## src/rtl/tl45_pkg.sv

```systemverilog
// rtl/tl45_pkg.sv - shared tl45 fetch-path types and constants
//
// Purpose: definitions shared by prefetch, the instruction queue and decode.
//   TL45_BUBBLE_INST : instruction word prefetch emits when it has nothing valid
//   TL45_BUBBLE_PC   : PC shown alongside a bubble
//   tl45_fetch_t     : one fetch packet {pc, inst}
package tl45_pkg;

    localparam logic [31:0] TL45_BUBBLE_INST = 32'hFFFF_FFFF;
    localparam logic [31:0] TL45_BUBBLE_PC   = 32'h0000_0000;

    typedef struct packed {
        logic [31:0] pc;
        logic [31:0] inst;
    } tl45_fetch_t;

    function automatic logic is_bubble(input logic [31:0] inst);
        return inst == TL45_BUBBLE_INST;
    endfunction

endpackage

```

## src/rtl/tl45_inst_queue.sv

```systemverilog
// rtl/tl45_inst_queue.sv - instruction queue between prefetch and decode
//
// Purpose: buffers fetch packets from the prefetch stage, drops bubbles and
// presents a first-word-fall-through head to decode. Prefetch is throttled
// through its pipe-stall input so decode back-pressure never loses or
// duplicates an instruction. A flush empties the queue in one cycle.
//
// Ports:
//   i_clk, i_reset          clock, asynchronous active-high reset
//   i_flush                 pipeline flush / new PC (same cycle as prefetch)
//   i_buf_pc, i_buf_inst    prefetch registered output (inst all-ones = bubble)
//   o_pfetch_stall          to prefetch pipe-stall input
//   o_dec_valid/pc/inst     head entry presented to decode
//   i_dec_stall             decode cannot take the head this cycle
//   o_count                 occupancy
module tl45_inst_queue
    import tl45_pkg::*;
#(
    parameter int DEPTH = 4
) (
    input  logic                       i_clk,
    input  logic                       i_reset,
    input  logic                       i_flush,
    input  logic [31:0]                i_buf_pc,
    input  logic [31:0]                i_buf_inst,
    output logic                       o_pfetch_stall,
    output logic                       o_dec_valid,
    output logic [31:0]                o_dec_pc,
    output logic [31:0]                o_dec_inst,
    input  logic                       i_dec_stall,
    output logic [$clog2(DEPTH):0]     o_count
);

    localparam int PW = $clog2(DEPTH);
    localparam int CW = PW + 1;
    localparam logic [CW-1:0] FULL_LVL  = CW'(DEPTH);
    localparam logic [CW-1:0] STALL_LVL = CW'(DEPTH - 1);

    tl45_fetch_t     mem [DEPTH];
    logic [PW-1:0]   wr_ptr;
    logic [PW-1:0]   rd_ptr;
    logic [CW-1:0]   count;
    logic            r_fresh;

    logic            enq;
    logic            deq;
    logic            empty;
    tl45_fetch_t     head;

    // Prefetch holds its output while stalled, so a word is new only if the
    // stall was low at the previous edge.
    assign enq   = r_fresh && !is_bubble(i_buf_inst) && !i_flush;
    assign empty = (count == '0);
    assign deq   = !empty && !i_dec_stall && !i_flush;

    // Raising the stall one entry early leaves room for the single word
    // already in flight when prefetch first sees it.
    assign o_pfetch_stall = (count >= STALL_LVL);

    always_ff @(posedge i_clk or posedge i_reset) begin
        if (i_reset) begin
            wr_ptr  <= '0;
            rd_ptr  <= '0;
            count   <= '0;
            r_fresh <= 1'b1;
        end else begin
            r_fresh <= !o_pfetch_stall;
            if (i_flush) begin
                wr_ptr <= '0;
                rd_ptr <= '0;
                count  <= '0;
            end else begin
                if (enq) begin
                    wr_ptr <= wr_ptr + 1'b1;
                end
                if (deq) begin
                    rd_ptr <= rd_ptr + 1'b1;
                end
                case ({enq, deq})
                    2'b10:   count <= count + 1'b1;
                    2'b01:   count <= count - 1'b1;
                    default: count <= count;
                endcase
            end
        end
    end

    // Storage needs no reset; entries are only read once count covers them.
    always_ff @(posedge i_clk) begin
        if (enq) begin
            mem[wr_ptr] <= '{pc: i_buf_pc, inst: i_buf_inst};
        end
    end

    assign head        = mem[rd_ptr];
    assign o_dec_valid = !empty;
    assign o_dec_pc    = empty ? TL45_BUBBLE_PC   : head.pc;
    assign o_dec_inst  = empty ? TL45_BUBBLE_INST : head.inst;
    assign o_count     = count;

    // Overflow is unreachable given the early stall.
    always @(posedge i_clk) begin
        if (!i_reset) begin
            assert (!(enq && count == FULL_LVL));
        end
    end

`ifdef FORMAL
    logic f_past_valid;
    logic f_past_stall;

    always_ff @(posedge i_clk or posedge i_reset) begin
        if (i_reset) begin
            f_past_valid <= 1'b0;
            f_past_stall <= 1'b0;
        end else begin
            f_past_valid <= 1'b1;
            f_past_stall <= o_pfetch_stall;
        end
    end

    always_comb begin
        if (!i_reset) begin
            assert (count <= FULL_LVL);
            assert (!(enq && count == FULL_LVL));
            assert (PW'(wr_ptr - rd_ptr) == count[PW-1:0]);
            if (f_past_valid && f_past_stall) begin
                assert (!enq);
            end
        end
    end
`endif

endmodule

```

## config.mk

```make
export PLATFORM = sky130hd
export DESIGN_NAME = tl45_inst_queue
export DESIGN_NICKNAME = d
export VERILOG_FILES = /design/src/rtl/tl45_pkg.sv /design/src/rtl/tl45_inst_queue.sv
export SDC_FILE = /design/constraint.sdc
export NUM_CORES = 1
export LEC_CHECK = 0
export BUFFER_PORTS_ARGS = -buffer_cell sky130_fd_sc_hd__buf_2
export CAP_MARGIN = 5
export CELL_PAD_IN_SITES_DETAIL_PLACEMENT = 0
export CELL_PAD_IN_SITES_GLOBAL_PLACEMENT = 2
export CORE_ASPECT_RATIO = 0.5
export CORE_MARGIN = 2
export CORE_UTILIZATION = 47
export DETAILED_ROUTE_END_ITERATION = 6
export PLACE_DENSITY_LB_ADDON = 0.1
export SYNTH_ARGS = -nofsm -noshare
export SYNTH_HDL_FRONTEND = slang
export SYNTH_SLANG_ARGS = --single-unit
```

## constraint.sdc

```tcl
create_clock -name i_clk -period 11.6 [get_ports i_clk]
set_input_delay 1.74 -clock i_clk [delete_from_list [all_inputs] [get_ports i_clk]]
set_output_delay 1.74 -clock i_clk [all_outputs]
set_load 0.02 [all_outputs]
```

==> results by group, run 1 <==
Status
  • Status: completed

Yosys
  • Cells after synthesis: 476
  • Distinct cell type count after synthesis: 34
  • Ys flop type: edfxtp_1
  • Ys async rst share: 3.03%
  • Area leader, netlist: edfxtp_1
  • Largest cells by area after synthesis: edfxtp_1 (75%), mux4_2 (14%), and2_1 (1.9%)
  • Yosys warning count: 0
  • Syn_area_per_cell: 21.6 um^2
  • Synth Net Count: 549
  • Synthesized cell area: 0.0103 mm^2
  • Most numerous cell in the Yosys netlist: edfxtp_1
  • Synth top cells by count: edfxtp_1 (256), mux4_2 (64), and2_1 (32)
  • Post-synthesis register bit count: 264
  • EDFF count, synth: 256
  • Sequential cell area fraction in the yosys report: 76.7%
  • Synth top area share: 74.8%

Global route
  • Tot GR Track Use: 17.6%
  • First-pass GRT wire length: 30000 um
  • Total grt overflow: 0
  • Number of global-route vias before repair: 5262
  • Antenna violations before repair: 1
  • Largest net degree at the start of global routing: 66

Critical path
  • Critical path required time: 9860 ps
  • R2R depth: 8
  • Slowest CP cell: buf_4
  • Crit path arrival time: 3110 ps
  • Setup Crit Path Kind: flop to output port
  • R2R setup slack: 9220 ps
  • Worst path max stage delay: 810 ps
  • Maximum fanout along the worst path: 45
  • Crit-path cells: buf_4 -> mux4_2 -> or2_2 -> buf_2
  • Worst setup SP type: flop
  • CP Capture Type: output port

Clock tree
  • TritonCTS Buffers: 24
  • Post-CTS sizing: 0
  • TritonCTS Sinks: 264
  • Root buf cell: clkbuf_16
  • Clock Latency Late Sink: 510 ps
  • CTS clk-pin slew, worst paths: 60 ps
  • Setup bufs post-CTS: 0
  • Hold buffer count at CTS: 0
  • CTS tree: yes
  • Htree depth: 1
  • Deepest clock path buffer count: 3

Detailed routing
  • WL/cell: 21.2 um
  • Antenna-violating nets left: 0
  • Via count: 5048
  • DRC viols: 0
  • Routed wire length: 20000 um
  • DRT iter0 DRCs: 417
  • Vias per cell: 5.35
  • Router iterations before antenna repair: 4

Flow run
  • Max-Cap Viols: 0

Finish
  • Synth-to-Final Area Change: 18.0%
  • Number of diodes: 0
  • Non-filler cells, final: 943
  • Fillers: 1717
  • Post-layout util: 56.2%
  • Share of cells above drive strength 1: 43.4%
  • Final nets: 699

STA
  • Slew HR: 29.8%
  • Final setup viols: 0
  • Worst Tran Pin Value: 1050 ps
  • Max Clock Skew: 12.5 ps
  • Number of max-slew violations in the final report: 0
  • Post-route minimum period: 4850 ps
  • Setup tns final: 0 ps
  • Crit share post-route: 41.8%
  • Hold Slack: 590 ps
  • RSZ-0062 raised after global routing: false
  • Final hold vios: 0
  • Maximum clock frequency: 0.206 GHz

Floorplan
  • Die height: 109 um
  • Core area: 0.0216 mm^2
  • IO Pins: 137
  • Die width: 213 um
  • Cell row count: 38
  • Die area: 0.0231 mm^2
  • Starting Density: 47.6%

Pwr
  • Peak supply drop: 0.000133 V
  • LEAKAGE: 4.10 nW
  • P per Cell Area: 247 mW/mm^2

Worst hold path
  • Worst Hold Class: flop to flop
  • Worst Hold Depth: 2

Placement
  • I/O Buffers: 136
  • Placer Congestion: 0.687
  • Detailed-placement wirelength estimate: 11400 um
  • Cells after DPL: 900
-- placed cells by master, fill, tap and decap left out, types with 3 or more instances in the layout --
| master | netlist | final |
|---|---|---|
| buf_2 | 6 | 136 |
| dfrtp_1 | 7 | 5 |
| nor3b_2 | 0 | 4 |
| clkinv_1 | 0 | 6 |
| or2_2 | 26 | 26 |
| nor2_1 | 6 | 6 |
| inv_1 | 7 | 7 |
| nor4_1 | 3 | 3 |
| mux4_2 | 64 | 64 |
| nor3b_1 | 7 | 3 |
| clkinv_2 | 0 | 5 |
| or2_1 | 6 | 6 |
| edfxtp_1 | 256 | 256 |
| a21o_1 | 3 | 3 |
| nand2_1 | 5 | 5 |
| clkbuf_16 | 0 | 25 |
| and2_1 | 32 | 32 |
| buf_4 | 3 | 9 |
| ha_1 | 4 | 4 |
| nand4_1 | 9 | 9 |
| bufinv_16 | 0 | 4 |
-- power breakdown --
group / internal (mW) / total, mW / switching [mW]
logic: 0.376 / 0.899 / 0.523
clock network: 0.480 / 0.813 / 0.333
registers: 1.21 / 1.28 / 0.0726
-- per-layer routing --
metal	vias to the layer above	GRT usage, %	share of wire (%)
li1	2234	-	-
met1	2701	25.1	46
met2	91	29.2	49
met3	22	2.93	3.8
met4	0	3.32	1.3
met5	-	0	0
-- final timing paths --
check / startpoint / end
worst max register to register: r_fresh / o_count[2]
max in group asynchronous: i_reset / r_fresh
worst min-delay path: wr_ptr[1] / wr_ptr[1]
min in group asynchronous: i_reset / o_count[0]
worst min register to register: wr_ptr[1] / wr_ptr[1]
worst max-delay path: rd_ptr[0] / o_dec_inst[9]
-- state kept, by name (all words and copies together), names as in the netlist --
register	count
wr_ptr	2
mem	256
r_fresh	1
rd_ptr	2
o_count	3
-- worst max-delay path, delay by kind of cell, from the launching register on --
family | cells | cell delay, ps
multiplexers | 1 | 590
AND/OR/NAND/NOR | 1 | 290
buffers and inverters | 2 | 970
flip-flops | 1 | 720
-- stage by stage --
step / worst slack (ps) / instance area (um^2) / power [mW]
finish: 6750 / 12100 / 3.00
global route: 6470 / 12100 / 3.14
CTS: 6600 / 12100 / 3.04
detailed placement: 7090 / 11300 / 2.23
global placement: 7130 / 11300 / 2.22
floorplan: 4240 / 10300 / 1.94
-- kinds of logic (layout without fill, tap and decap cells) --
kind of cell               Yosys count  after routing  share of synthesized area [%]
buffers and inverters               28            195                           1.35
muxes                               65             65                           14.1
DFF                                264            264                           76.7
and+or+nand+nor                    101            101                           6.00
xor gates and xnor gates             4              4                          0.475
adders and majority gates            5              5                          0.682
AOI/OAI and AO/OA                    9              9                          0.633
-- layout make-up --
cell class / count / area, um^2 / area share, %
Clock buffer: 27 / 633 / 5.22
Clock inverter: 16 / 175 / 1.44
Inverter: 7 / 26.3 / 0.217
Multi-Input combinational cell: 184 / 2280 / 18.8
Sequential cell: 264 / 7900 / 65.1
Tap cell: 300 / 375 / 3.09
Timing Repair Buffer: 145 / 748 / 6.17
Power figures use the tool's default switching activity.
==> run 2: changes to the inputs <==
--- a/config.mk
+++ b/config.mk
@@ -11,7 +11,7 @@
 export CELL_PAD_IN_SITES_GLOBAL_PLACEMENT = 2
 export CORE_ASPECT_RATIO = 0.5
 export CORE_MARGIN = 2
-export CORE_UTILIZATION = 47
+export CORE_UTILIZATION = 44
 export DETAILED_ROUTE_END_ITERATION = 6
 export PLACE_DENSITY_LB_ADDON = 0.1
 export SYNTH_ARGS = -nofsm -noshare
==> constraint.sdc (replaced) <==
create_clock -name i_clk -period 4.8 [get_ports i_clk]
set_input_delay 0.72 -clock i_clk [delete_from_list [all_inputs] [get_ports i_clk]]
set_output_delay 0.72 -clock i_clk [all_outputs]
set_load 0.02 [all_outputs]
==> run 2 against run 1 <==
Net effect:
- sequential power increased by 140%
- wire length increased by 1.1%
- hold slack got worse by 450 ps
- clock power increased by 120%
- clock skew about the same
- cell area decreased by 0.57%
- critical path depth unchanged
- non-clock buffer count decreased by 1
- first-iteration DRC count decreased by 17%
- count of clock-buffer cells in the layout unchanged
- largest cell class unchanged
==> results by group, run 2 (synthesis results as in run 1) <==
Finish
  • Share of cells above drive strength 1: 43.0% (-0.42 points)
  • Max reg flops: 256 (unchanged)
  • Most common cell after layout, fill and taps aside: edfxtp_1
  • Final nets: 698 (-0.14%)
  • Commonest cells after routing, fill and taps aside: edfxtp_1 (256), buf_2 (136), mux4_2 (64), and2_1 (32), or2_2 (26)
  • Post-layout util: 52.7% (-3.5 points)
  • Largest register by flop count: mem
  • Non-filler cells, final: 948 (+0.53%)
  • Synth-to-Final Area Change: 17.4%

Clock tree
  • CTS clk-pin slew, worst paths: 60 ps (about the same)
  • Deepest clock path buffer count: 3 (unchanged)
  • Root buf cell: clkbuf_16
  • Hold buffer count at CTS: 0 (unchanged)
  • Setup bufs post-CTS: 0 (unchanged)
  • CTS tree: yes
  • Post-CTS sizing: 0 (unchanged)
  • TritonCTS Sinks: 264 (unchanged)
  • Htree depth: 1 (unchanged)
  • Clock Latency Late Sink: 520 ps (about the same)
  • TritonCTS Buffers: 24 (unchanged)

Pwr
  • Peak supply drop: 0.000272 V (+100%)
  • P per Cell Area: 587 mW/mm^2 (+140%)
  • LEAKAGE: 4.06 nW (-0.94%)

STA
  • Max Clock Skew: 12.6 ps (+0.0852 ps)
  • RSZ-0062 raised after global routing: false
  • Crit share post-route: 71.7%
  • Post-route minimum period: 3440 ps
  • Slew HR: 30.8% (+1.0 points)
  • Worst Tran Pin Value: 1040 ps (-15.0 ps)
  • Number of max-slew violations in the final report: 0 (unchanged)
  • Final hold vios: 0 (unchanged)
  • Maximum clock frequency: 0.291 GHz
  • Final setup viols: 0 (unchanged)

Critical path
  • CP Capture Type: output port
  • Setup Crit Path Kind: flop to output port
  • Maximum fanout along the worst path: 47 (+4.4%)
  • Worst setup SP type: flop
  • Crit path arrival time: 2720 ps (-390 ps)
  • Critical path required time: 4080 ps (-5780 ps)

Detailed routing
  • Via count: 4964 (-1.7%)
  • DRC viols: 0 (unchanged)
  • Router iterations before antenna repair: 6 (+2)
  • WL/cell: 21.3 um (+0.58%)
  • Routed wire length: 20200 um (+1.1%)
  • DRT iter0 DRCs: 347 (-17%)
  • Vias per cell: 5.24 (-2.2%)
  • Antenna-violating nets left: 0 (unchanged)

Global route
  • Tot GR Track Use: 17.3% (-0.31 points)
  • Antenna violations before repair: 2 (+1)
  • Total grt overflow: 0 (unchanged)
  • First-pass GRT wire length: 31700 um (+5.6%)
  • Largest net degree at the start of global routing: 66 (unchanged)
  • Number of global-route vias before repair: 5373 (+2.1%)

Floorplan
  • Starting Density: 44.9% (-2.7 points)
  • Die height: 112 um (+3.2%)
  • Cell row count: 39 (+2.6%)
  • Core area: 0.0229 mm^2 (+6.0%)
  • Die area: 0.0247 mm^2 (+6.6%)
  • IO Pins: 137 (unchanged)
  • Die width: 220 um (+3.3%)

Worst hold path
  • Worst Hold Class: input port to asynchronous set/reset pin

Placement
  • I/O Buffers: 136 (unchanged)
  • Cells after DPL: 906 (+0.67%)
  • Detailed-placement wirelength estimate: 11600 um (+1.8%)
  • Placer Congestion: 0.718 (+4.5%)

Status
  • Status: completed

Flow run
  • Max-Cap Viols: 0 (unchanged)
run 2: metal layers:
layer / track usage, % / vias to the layer above / routed length, um
li1: - / 2234 / -
met1: 25.4 / 2598 / 9510
met2: 26.8 / 102 / 9400
met3: 3.98 / 28 / 946
met4: 3.62 / 2 / 315
met5: 0 / - / 13
run 2: final cells by class:
type	instances	area, um^2
multi-input combinational	184	2280
antenna	1	2.50
timing repair buffer	144	753
inverter	7	26.3
clock buffer	27	633
fill	1830	10800
tap	307	384
clock inverter	14	90.1
sequential	264	7900
run 2: worst max-delay path, stage by stage (launching register included):
cell     delay, ps
dfrtp_4        710
buf_12         410
mux4_2         550
or2_2          320
buf_2          170
run 2: through the flow:
stage               area (um^2)  hold WS, ps  total power, mW  TNS (ps)  setup WS [ps]
CTS                       12100          134             7.21         0           1280
detailed placement        11300          580             5.41         0           1200
floorplan                 10300          535             4.69   -394590          -1540
global placement          11300          562             5.39         0           1230
finish                    12100          135             7.08         0           1360
global route              12100          162             7.46         0           1180
run 2: power by group:
| part | total [mW] | leakage, nW | internal (mW) | switching (mW) |
|---|---|---|---|---|
| logic | 2.19 | 1.26 | 0.916 | 1.27 |
| registers | 3.10 | 2.44 | 2.93 | 0.172 |
| clock network | 1.80 | 0.359 | 0.995 | 0.801 |
run 2: final timing paths:
kind	from	to	slack, ps	depth (start not counted)
max in group asynchronous	i_reset	r_fresh	4370	2
max	rd_ptr[0]	o_dec_inst[2]	1360	4
min in group i_clk	i_buf_pc[27]	mem[0][59]	410	1
min reg2reg	wr_ptr[1]	wr_ptr[1]	600	2
max reg2reg	r_fresh	mem[0][39]	2040	3
min	i_reset	o_count[0]	140	2
==> run 3: changes to the inputs <==
==> constraint.sdc (replaced) <==
create_clock -name i_clk -period 3.55 [get_ports i_clk]
set_input_delay 0.5325 -clock i_clk [delete_from_list [all_inputs] [get_ports i_clk]]
set_output_delay 0.5325 -clock i_clk [all_outputs]
set_load 0.02 [all_outputs]
==> run 3 against run 2 <==
Net effect:
- register-to-register slack worse by 780 ps
- critical path depth did not move
- hold slack improved by 96 ps
- critical endpoint is now o_dec_inst[5]
- largest power group unchanged
==> results by group, run 3 (synthesis results as in run 1) <==
Detailed routing
  • Routed wire length: 20500 um (+1.6%)
  • Vias per cell: 5.23 (about the same)
  • WL/cell: 21.4 um (+0.28%)
  • Via count: 5022 (+1.2%)
  • DRT iter0 DRCs: 294 (-15%)
  • DRC viols: 0 (unchanged)
  • Router iterations before antenna repair: 4 (-2)
  • Antenna-violating nets left: 0 (unchanged)

Finish
  • Commonest cells after routing, fill and taps aside: edfxtp_1 (256), buf_2 (136), mux4_2 (64), and2_1 (32), or2_2 (26)
  • Share of cells above drive strength 1: 43.5% (+0.52 points)
  • Largest register by flop count: mem
  • Number of diodes: 0 (-1)
  • Most common cell after layout, fill and taps aside: edfxtp_1
  • Final nets: 708 (+1.4%)
  • Synth-to-Final Area Change: 19.0%
  • Max reg flops: 256 (unchanged)

STA
  • Final hold vios: 0 (unchanged)
  • Max Clock Skew: 10.7 ps (-1.82 ps)
  • RSZ-0062 raised after global routing: false
  • Slew HR: 57.6% (+27 points)
  • Post-route minimum period: 3080 ps
  • Final setup viols: 0 (unchanged)
  • Worst Tran Pin Value: 636 ps (-402 ps)
  • Maximum clock frequency: 0.324 GHz
  • Setup tns final: 0 ps (unchanged)
  • Crit share post-route: 86.9%
  • Hold Slack: 231 ps (+95.6 ps)
  • Number of max-slew violations in the final report: 0 (unchanged)

Clock tree
  • CTS tree: yes
  • Clock Latency Late Sink: 520 ps (about the same)
  • Root buf cell: clkbuf_16
  • Post-CTS sizing: 0 (unchanged)
  • TritonCTS Sinks: 264 (unchanged)
  • CTS clk-pin slew, worst paths: 70 ps (about the same)
  • TritonCTS Buffers: 24 (unchanged)
  • Deepest clock path buffer count: 3 (unchanged)
  • Setup bufs post-CTS: 0 (unchanged)
  • Htree depth: 1 (unchanged)

Floorplan
  • Core area: 0.0229 mm^2 (unchanged)
  • Die area: 0.0247 mm^2 (unchanged)
  • IO Pins: 137 (unchanged)
  • Starting Density: 44.9% (unchanged)
  • Cell row count: 39 (unchanged)
  • Die width: 220 um (unchanged)
  • Die height: 112 um (unchanged)

Pwr
  • LEAKAGE: 4.13 nW (+1.7%)
  • Peak supply drop: 0.000377 V (+38%)
  • P per Cell Area: 793 mW/mm^2 (+35%)

Critical path
  • Critical path required time: 3020 ps (-1060 ps)
  • Setup Crit Path Kind: flop to output port
  • CP Capture Type: output port
  • Worst setup SP type: flop
  • Crit path arrival time: 2550 ps (-170 ps)
  • Maximum fanout along the worst path: 26 (-45%)
  • R2R setup slack: 1260 ps (-780 ps)

Global route
  • Tot GR Track Use: 17.1% (-0.15 points)
  • Antenna violations before repair: 1 (-1)
  • Total grt overflow: 0 (unchanged)
  • Number of global-route vias before repair: 5244 (-2.4%)
  • Largest net degree at the start of global routing: 39 (-41%)
  • First-pass GRT wire length: 31100 um (-1.8%)

Placement
  • I/O Buffers: 136 (unchanged)
  • Detailed-placement wirelength estimate: 12700 um (+10%)
  • Placer Congestion: 0.696 (-3.1%)

Status
  • Status: completed

Flow run
  • Max-Cap Viols: 0 (unchanged)

Worst hold path
  • Worst Hold Class: input port to flop
==> run 3: cell count changes in the layout (fill, tap and decap cells not counted), sizes merged <==
cell / delta
clkinv: -3
clkbuf: +5
clkinvlp: +1
diode: -1
buf: +9
dlygate4sd3: +1
==> run 3: timing repair <==
action / in CTS / in global routing
hold buffers: 1 / 0
endpoints found under the setup margin: 0 / 0
hold endpoints to repair: 7 / 0
==> run 3: final cells by class <==
class	instances	area, um^2
fillers	1844	10600
flip-flops and latches	264	7900
multi-input cells	184	2300
repair buffers	154	893
clock buffers	32	652
well taps	307	384
clock inverters	12	81.3
inverters	7	26.3
==> run 3: critical path: stages, from the launching register on <==
cell	delay, ps
dfrtp_4	770
buf_4	290
mux4_2	520
or2_2	280
buf_2	160
==> run 3: layer usage <==
metal	share of wire, %	routed length (um)	vias up	track usage [%]
li1	-	-	2252	-
met1	47	9540	2635	24.9
met2	47	9710	102	27.2
met3	4.4	894	31	3.50
met4	1.6	332	2	3.45
met5	0.063	13	-	0
==> run 3: power by group <==
part	total (mW)	switching, mW	internal [mW]
Combinational	3.10	1.77	1.33
Sequential	4.17	0.222	3.95
Clock	2.43	1.07	1.36
Total	9.71	3.06	6.64
==> run 3: final timing paths <==
path | cells after the start | from | endpoint
setup / recovery | 4 | rd_ptr[0] | o_dec_inst[5]
hold / removal | 1 | i_buf_pc[6] | mem[0][38]
setup reg to reg | 8 | o_count[0] | o_count[2]
hold reg to reg | 2 | wr_ptr[0] | wr_ptr[0]
max in group asynchronous | 3 | i_reset | r_fresh
min in group asynchronous | 3 | i_reset | wr_ptr[0]
==> run 3: through the flow <==
step           power, mW  util [%]  std cells  setup slack [ps]  area [um^2]
2_1_floorplan       6.30         -        476              -393        10300
3_5_place_dp        7.43      50.2        915               611        11500
5_1_grt             10.2      53.5        960               302        12200
3_3_place_gp        7.43      50.2        915               597        11500
4_1_cts             9.87      53.5        960               390        12200
6_report            9.71      53.5        960               465        12200
